$ cat config.mk
export PLATFORM = sky130hd
export DESIGN_NAME = pwm_ramp_ctrl_flat
export DESIGN_NICKNAME = d
export VERILOG_FILES = /design/src/rtl/pwm_ramp_ctrl_if.sv /design/src/rtl/pwm_ramp_ctrl.sv /design/src/flat_wrapper.sv
export SDC_FILE = /design/constraint.sdc
export NUM_CORES = 1
export LEC_CHECK = 0
export CAP_MARGIN = 5
export CORE_MARGIN = 4
export CORE_UTILIZATION = 53
export DETAILED_ROUTE_END_ITERATION = 7
export GPL_TIMING_DRIVEN = 0
export PLACE_DENSITY = 0.84
export SYNTH_ARGS = -nofsm -noshare
export SYNTH_HDL_FRONTEND = slang
export SYNTH_SLANG_ARGS = --single-unit
$ cat constraint.sdc
create_clock -name CLK -period 5.3 [get_ports CLK]
set_clock_uncertainty 0.1 [all_clocks]
set_input_delay 1.06 -clock CLK [delete_from_list [all_inputs] [get_ports CLK]]
set_output_delay 1.06 -clock CLK [all_outputs]
set_load 0.1 [all_outputs]
$ cat src/rtl/pwm_ramp_ctrl_if.sv
// Bus between the CPU PIO / PWM counter and pwm_ramp_ctrl.
// The CPU side writes period and duty. The counter side supplies the wrap pulse and takes back the active period and duty.
interface pwm_ramp_ctrl_if #(
   parameter int WIDTH = 28
);
   logic             WR_PERIOD;
   logic             WR_DUTY;
   logic [WIDTH-1:0] WR_DATA;
   logic             PERIOD_END;
   logic [WIDTH-1:0] PERIOD_OUT;
   logic [WIDTH-1:0] DUTY_OUT;
   logic             BUSY;

   modport master (
      output WR_PERIOD,
      output WR_DUTY,
      output WR_DATA,
      output PERIOD_END,
      input  PERIOD_OUT,
      input  DUTY_OUT,
      input  BUSY
   );

   modport slave (
      input  WR_PERIOD,
      input  WR_DUTY,
      input  WR_DATA,
      input  PERIOD_END,
      output PERIOD_OUT,
      output DUTY_OUT,
      output BUSY
   );
endinterface

$ cat src/rtl/pwm_ramp_ctrl.sv
// PWM period/duty controller that updates the outputs only at the PWM wrap, so they change without glitches.
// With PWM_RAMP_SLEW_EN defined, duty moves toward its target by STEP per wrap. Otherwise duty jumps to the target.
module pwm_ramp_ctrl #(
   parameter int WIDTH      = 28,
   parameter int STEP       = 1,
   parameter int PERIOD_RST = 50000000
) (
   input  logic           CLK,
   input  logic           RST,
   pwm_ramp_ctrl_if.slave bus
);

   localparam logic [WIDTH-1:0] PERIOD_RST_W = WIDTH'(PERIOD_RST);
   localparam logic [WIDTH-1:0] ZERO_W       = {WIDTH{1'b0}};
   localparam logic [WIDTH-1:0] ONE_W        = {{(WIDTH-1){1'b0}}, 1'b1};

   logic [WIDTH-1:0] period_shadow_r;
   logic [WIDTH-1:0] duty_target_r;
   logic [WIDTH-1:0] period_out_r;
   logic [WIDTH-1:0] duty_out_r;

   logic [WIDTH-1:0] eff_target_s;
   logic [WIDTH-1:0] wr_period_val_s;
   logic [WIDTH-1:0] duty_next_s;
   logic             busy_s;

   // A zero period cannot be counted, so it is stored as 1. Duty is limited to the period it will run under.
   always_comb begin
      eff_target_s    = ZERO_W;
      wr_period_val_s = ZERO_W;
      if (duty_target_r < period_shadow_r) begin
         eff_target_s = duty_target_r;
      end else begin
         eff_target_s = period_shadow_r;
      end
      if (bus.WR_DATA == ZERO_W) begin
         wr_period_val_s = ONE_W;
      end else begin
         wr_period_val_s = bus.WR_DATA;
      end
   end

   // CPU-visible shadow registers; a period write wins over a simultaneous duty write
   always_ff @(posedge CLK or posedge RST) begin
      if (RST) begin
         period_shadow_r <= PERIOD_RST_W;
         duty_target_r   <= ZERO_W;
      end else if (bus.WR_PERIOD) begin
         period_shadow_r <= wr_period_val_s;
         duty_target_r   <= duty_target_r;
      end else if (bus.WR_DUTY) begin
         period_shadow_r <= period_shadow_r;
         duty_target_r   <= bus.WR_DATA;
      end else begin
         period_shadow_r <= period_shadow_r;
         duty_target_r   <= duty_target_r;
      end
   end

`ifdef PWM_RAMP_SLEW_EN
   typedef enum logic [1:0] {
      IDLE      = 2'd0,
      RAMP_UP   = 2'd1,
      RAMP_DOWN = 2'd2
   } state_t;

   localparam logic [WIDTH:0]   STEP_X = (WIDTH+1)'(STEP);
   localparam logic [WIDTH-1:0] STEP_W = WIDTH'(STEP);

   state_t           state_r;
   state_t           state_next_s;
   state_t           dir_s;
   logic             busy_r;
   logic [WIDTH-1:0] duty_clamp_s;
   logic [WIDTH-1:0] duty_step_s;
   logic [WIDTH-1:0] dn_diff_s;
   logic [WIDTH:0]   up_sum_s;
   logic [WIDTH:0]   dn_floor_s;

   // Clamp into the new period first, then step toward the target. The extra sum bit keeps a step from wrapping.
   always_comb begin
      duty_clamp_s = duty_out_r;
      duty_step_s  = duty_out_r;
      dir_s        = IDLE;
      state_next_s = state_r;
      duty_next_s  = duty_out_r;
      if (duty_out_r > period_shadow_r) begin
         duty_clamp_s = period_shadow_r;
      end else begin
         duty_clamp_s = duty_out_r;
      end
      up_sum_s   = {1'b0, duty_clamp_s} + STEP_X;
      dn_floor_s = {1'b0, eff_target_s} + STEP_X;
      dn_diff_s  = duty_clamp_s - STEP_W;
      if (duty_clamp_s < eff_target_s) begin
         dir_s = RAMP_UP;
      end else if (duty_clamp_s > eff_target_s) begin
         dir_s = RAMP_DOWN;
      end else begin
         dir_s = IDLE;
      end
      case (dir_s)
         RAMP_UP: begin
            if (up_sum_s >= {1'b0, eff_target_s}) begin
               duty_step_s = eff_target_s;
            end else begin
               duty_step_s = up_sum_s[WIDTH-1:0];
            end
         end
         RAMP_DOWN: begin
            if ({1'b0, duty_clamp_s} <= dn_floor_s) begin
               duty_step_s = eff_target_s;
            end else begin
               duty_step_s = dn_diff_s;
            end
         end
         default: begin
            duty_step_s = duty_clamp_s;
         end
      endcase
      // The state records whether a ramp is still pending after this wrap, and BUSY is derived from it.
      if (bus.PERIOD_END) begin
         duty_next_s = duty_step_s;
         if (duty_step_s < eff_target_s) begin
            state_next_s = RAMP_UP;
         end else if (duty_step_s > eff_target_s) begin
            state_next_s = RAMP_DOWN;
         end else begin
            state_next_s = IDLE;
         end
      end else begin
         duty_next_s  = duty_out_r;
         state_next_s = state_r;
      end
   end

   // Ramp state register and registered BUSY flag
   always_ff @(posedge CLK or posedge RST) begin
      if (RST) begin
         state_r <= IDLE;
         busy_r  <= 1'b0;
      end else begin
         state_r <= state_next_s;
         busy_r  <= (state_next_s != IDLE);
      end
   end

   assign busy_s = busy_r;
`else
   // Without slew limiting, the duty jumps straight to the target at each wrap.
   always_comb begin
      duty_next_s = duty_out_r;
      if (bus.PERIOD_END) begin
         duty_next_s = eff_target_s;
      end else begin
         duty_next_s = duty_out_r;
      end
   end

   assign busy_s = 1'b0;
`endif

   // Active values seen by the PWM counter; they change only at its wrap
   always_ff @(posedge CLK or posedge RST) begin
      if (RST) begin
         period_out_r <= PERIOD_RST_W;
         duty_out_r   <= ZERO_W;
      end else if (bus.PERIOD_END) begin
         period_out_r <= period_shadow_r;
         duty_out_r   <= duty_next_s;
      end else begin
         period_out_r <= period_out_r;
         duty_out_r   <= duty_out_r;
      end
   end

   assign bus.PERIOD_OUT = period_out_r;
   assign bus.DUTY_OUT   = duty_out_r;
   assign bus.BUSY       = busy_s;

endmodule

$ cat src/flat_wrapper.sv
// flat-port wrapper written by rule: the top's interface ports become plain ports
module pwm_ramp_ctrl_flat 
#(
   parameter int WIDTH      = 28,
   parameter int STEP       = 1,
   parameter int PERIOD_RST = 50000000
)
  (CLK, RST, bus_WR_PERIOD, bus_WR_DUTY, bus_WR_DATA, bus_PERIOD_END, bus_PERIOD_OUT, bus_DUTY_OUT, bus_BUSY);
  pwm_ramp_ctrl_if #(.WIDTH(WIDTH)) bus_i ();
  input  logic CLK;
  input  logic RST;
  input wire logic [$bits(bus_i.WR_PERIOD)-1:0] bus_WR_PERIOD;
  input wire logic [$bits(bus_i.WR_DUTY)-1:0] bus_WR_DUTY;
  input wire logic [$bits(bus_i.WR_DATA)-1:0] bus_WR_DATA;
  input wire logic [$bits(bus_i.PERIOD_END)-1:0] bus_PERIOD_END;
  output wire logic [$bits(bus_i.PERIOD_OUT)-1:0] bus_PERIOD_OUT;
  output wire logic [$bits(bus_i.DUTY_OUT)-1:0] bus_DUTY_OUT;
  output wire logic [$bits(bus_i.BUSY)-1:0] bus_BUSY;
  assign bus_i.WR_PERIOD = bus_WR_PERIOD;
  assign bus_i.WR_DUTY = bus_WR_DUTY;
  assign bus_i.WR_DATA = bus_WR_DATA;
  assign bus_i.PERIOD_END = bus_PERIOD_END;
  assign bus_PERIOD_OUT = bus_i.PERIOD_OUT;
  assign bus_DUTY_OUT = bus_i.DUTY_OUT;
  assign bus_BUSY = bus_i.BUSY;
  pwm_ramp_ctrl #(.WIDTH(WIDTH), .STEP(STEP), .PERIOD_RST(PERIOD_RST)) u_core (.CLK(CLK), .RST(RST), .bus(bus_i));
endmodule
==> flow_metrics.py <==
metrics = {
    "place": {
        "io_buffers": 87,
        "hpwlAfterDp_mm": 9.98,
        "gp_congestion": 0.899,
        "dp_slack_ns": 2.06,
    },
    "min_path": {
        "whs_endpoint": "u_core.bus.PERIOD_OUT[16]$_DFFE_PP0P_",
        "hold_start": "u_core.bus.PERIOD_OUT[16]$_DFFE_PP0P_",
        "hold_depth": 1,
        "hp-class": "flip-flop to flip-flop",
    },
    "pwr": {
        "internal_power_w": 0.00153,
        "leakage_nw": 2.78,
        "ir_drop_uv": 241,
        "pwr_density_cell_mw_per_mm2": 422,
        "p_sw_w": 0.00127,
        "clkPwrFrac_pct": 17.2,
        "p_seq_share_pct": 39.2,
        "switching_share_pct": 45.5,
        "comb_power_share_pct": 43.6,
    },
    "setup_path": {
        "crit_path_end_kind": "flip-flop",
        "crit_slowest_cell": "dfstp_2",
        "r2r-start": "u_core.period_shadow_r[19]$_DFFE_PP1P_",
        "crit_chain": "inv_1 -> ha_1 -> nand4_1 -> nor3_1 -> nand2_1 -> nand2_1 -> clkbuf_1 -> o31ai_1 -> a31oi_1",
        "crit_start": "u_core.period_shadow_r[19]$_DFFE_PP1P_",
        "cp_max_fo": 10,
        "r2r_end": "u_core.bus.DUTY_OUT[10]$_DFFE_PP0P_",
        "arrival_ns": 3.41,
        "start_kind": "flip-flop",
        "worstPathRequired_ns": 5.50,
        "r2r_slack_ns": 2.09,
        "critPathKind": "flip-flop to flip-flop",
        "crit_top_cell": "nand2_1",
        "worst_path_largest_cell_delay_ns": 0.58,
        "reg2regPathDepth": 9,
    },
    "detailed_routing": {
        "first_iter_violations": 374,
        "wirelength_mm": 13.8,
        "post_drt_wl_per_cell_um": 19.3,
        "firstDrtPassIters": 5,
        "drc_errors": 0,
        "ant_nets": 0,
        "viasPerCell": 6.02,
        "routed-via-count": 4317,
    },
    "layout": {
        "syn2layout_area_growth_pct": 23.3,
        "nets": 639,
        "n_antenna_cell": 0,
        "drive_gt1_share_pct": 19.2,
    },
    "synthesis": {
        "yosysWarnings": 0,
        "synth_cell_types": 37,
        "syn-cell-area_sq_mm": 0.00538,
        "synthTopCellsByArea": "dfrtp_1 41%, dfstp_2 12%, mux2_2 12%",
        "avgSynthCellArea_sq_um": 11.2,
        "synthesis.nets": 540,
        "synth_edf_count": 0,
        "synth-async-reset-ratio_pct": 100,
        "synth_seq_area_share_pct": 52.7,
        "ys_ff_latch": 112,
        "synth-main-ff-cell": "dfrtp_1",
        "synthCells": 480,
        "synth.top_cell.area_share_pct": 40.9,
        "synth.largest_area_cell": "dfrtp_1",
    },
    "grt": {
        "grt_max_degree": 76,
        "overflow": 0,
        "antenna_found_initial": 0,
        "grt_usage_pct": 25.0,
        "grt_pass1_vias": 4483,
        "grt_pass1_wl_mm": 22.7,
    },
    "run": {
        "maxCapViolations": 0,
    },
    "clocking": {
        "cts_tree": "built",
        "clk_latency_ns": 0.38,
        "clk_pin_slew_worst_paths_ns": 0.10,
        "clkSinkCount": 112,
        "hold_buffers": 0,
        "clock-root-buffer": "clkbuf_8",
        "ctsResizeCount": 0,
        "postCtsSetupRepairBufs": 0,
        "cts_made_buffers": 9,
        "clock_path_buffers": 2,
        "h-tree-depth": 3,
    },
    "timing": {
        "fmax_mhz": 311,
        "fin_crit_sh_pct": 60.6,
        "hold-worst-slack_ns": 0.412,
        "period_needed_ns": 3.21,
        "worst_slew_pin_slew_ns": 0.998,
        "hold_viol_final": 0,
        "relSlewSlack_pct": 33.3,
        "setup_viol": 0,
        "setup_slack_ns": 2.09,
        "slew_viol_final": 0,
        "rsz0062_at_grt": "no",
    },
    "outcome": {
        "outcome": "completed",
    },
    "floorplanning": {
        "fp.dieArea_sq_mm": 0.0118,
        "die_h_um": 109,
        "die_w_um": 109,
        "start_util_pct": 54.8,
        "rows": 36,
        "ioPinCount": 90,
        "core_sq_mm": 0.00982,
    },
}
logic make-up after synthesis:
group,count (synthesis),share of synthesized area (%)
other,1,0.0697
buffers and inverters,64,5.33
adder cells (fa/ha/maj),27,6.28
AND/OR/NAND/NOR,114,10.4
multiplexers,56,11.7
flip-flops,112,52.7
AO/OA/AOI/OAI,106,13.6
registers in the layout, indices dropped and copies added, names as in the netlist:
| name | flops |
|---|---|
| u_core.bus.DUTY_OUT | 28 |
| u_core.bus.PERIOD_OUT | 28 |
| u_core.duty_target_r | 28 |
| u_core.period_shadow_r | 28 |
synth_stat cells, types with 2 or more instances:
master / instances
dfrtp_1: 88
mux2_2: 56
nand2_1: 34
nand4_1: 32
nor2_1: 31
o21ai_0: 31
inv_1: 30
a31oi_1: 28
ha_1: 27
clkbuf_1: 25
o31ai_1: 25
dfstp_2: 24
a21oi_1: 8
nor4_1: 7
buf_6: 4
a211oi_1: 3
o31ai_2: 3
a21o_1: 2
and4_1: 2
buf_1: 2
nor2b_1: 2
power by group through the flow:
stage               Clock, W  Combinational (W)  Sequential, W
floorplan                  0           0.000324        0.00169
global placement           0            0.00119        0.00110
detailed placement         0            0.00122        0.00111
CTS                 0.000488            0.00122        0.00109
global route        0.000523            0.00128        0.00111
finish              0.000482            0.00122        0.00110
how the worst max path moves through the flow:
| stage | slack (ns) | endpoint | depth (start not counted) |
|---|---|---|---|
| after global routing | 1.87 | u_core.bus.DUTY_OUT[10]$_DFFE_PP0P_ | 9 |
| after detailed placement | 2.06 | u_core.duty_target_r[2]$_DFFE_PP0P_ | 5 |
| after global placement | -0.27 | u_core.bus.DUTY_OUT[14]$_DFFE_PP0P_ | 2 |
| final | 2.09 | u_core.bus.DUTY_OUT[10]$_DFFE_PP0P_ | 9 |
| after floorplan | 1.22 | u_core.bus.DUTY_OUT[0]$_DFFE_PP0P_ | 1 |
| after CTS | 2.08 | bus_PERIOD_OUT[19] | 1 |
through the flow:
step	utilization [%]	setup TNS (ns)	std cells	power [W]	area, sq um
after floorplan	-	0	480	0.00201	5380
after global placement	65.3	-23.34	700	0.00229	6420
after detailed placement	65.6	0	701	0.00233	6450
after CTS	67.5	0	717	0.00281	6630
after global routing	67.5	0	717	0.00292	6630
final	67.5	0	717	0.00280	6630
critical path: cells and delay by family (launching register included):
kind	cells	cell delay [ns]
adder cells (fa/ha/maj)	1	0.30
AND/OR/NAND/NOR	4	1.23
AO/OA/AOI/OAI	2	0.36
flip-flops	1	0.58
buffers and inverters	2	0.56
layout by cell type, fill, tap and decap left out, types with 3 or more instances in the layout:
cell and count:
inv_1 29, clkbuf_1 26, dfrtp_1 88, mux2_2 56
clkbuf_8 11, nand4_1 32, a31oi_1 28, nor4_1 7
dfstp_2 24, ha_1 27, o21ai_0 31, o31ai_1 25
o31ai_2 3, a211oi_1 3, nand2_1 34, clkdlybuf4s50_1 87
a21oi_1 8, buf_6 4, nor2_1 31
per-layer routing:
layer	global-route usage (%)	vias to the layer above	wire length [um]
met2	40.7	215	6660
met5	0	-	0
met4	10.8	0	494
met3	3.67	45	994
met1	33.4	2103	5670
li1	-	1954	-
cell type report:
cell class | count | area [sq um]
fill | 746 | 3190
sequential | 112 | 2830
multi-input combinational | 304 | 2260
timing repair buffer | 88 | 898
buffer | 34 | 174
tap | 133 | 166
clock buffer | 12 | 155
inverter | 30 | 115
clock inverter | 4 | 28.8
Note: power is estimated with default switching activity, not from simulation.
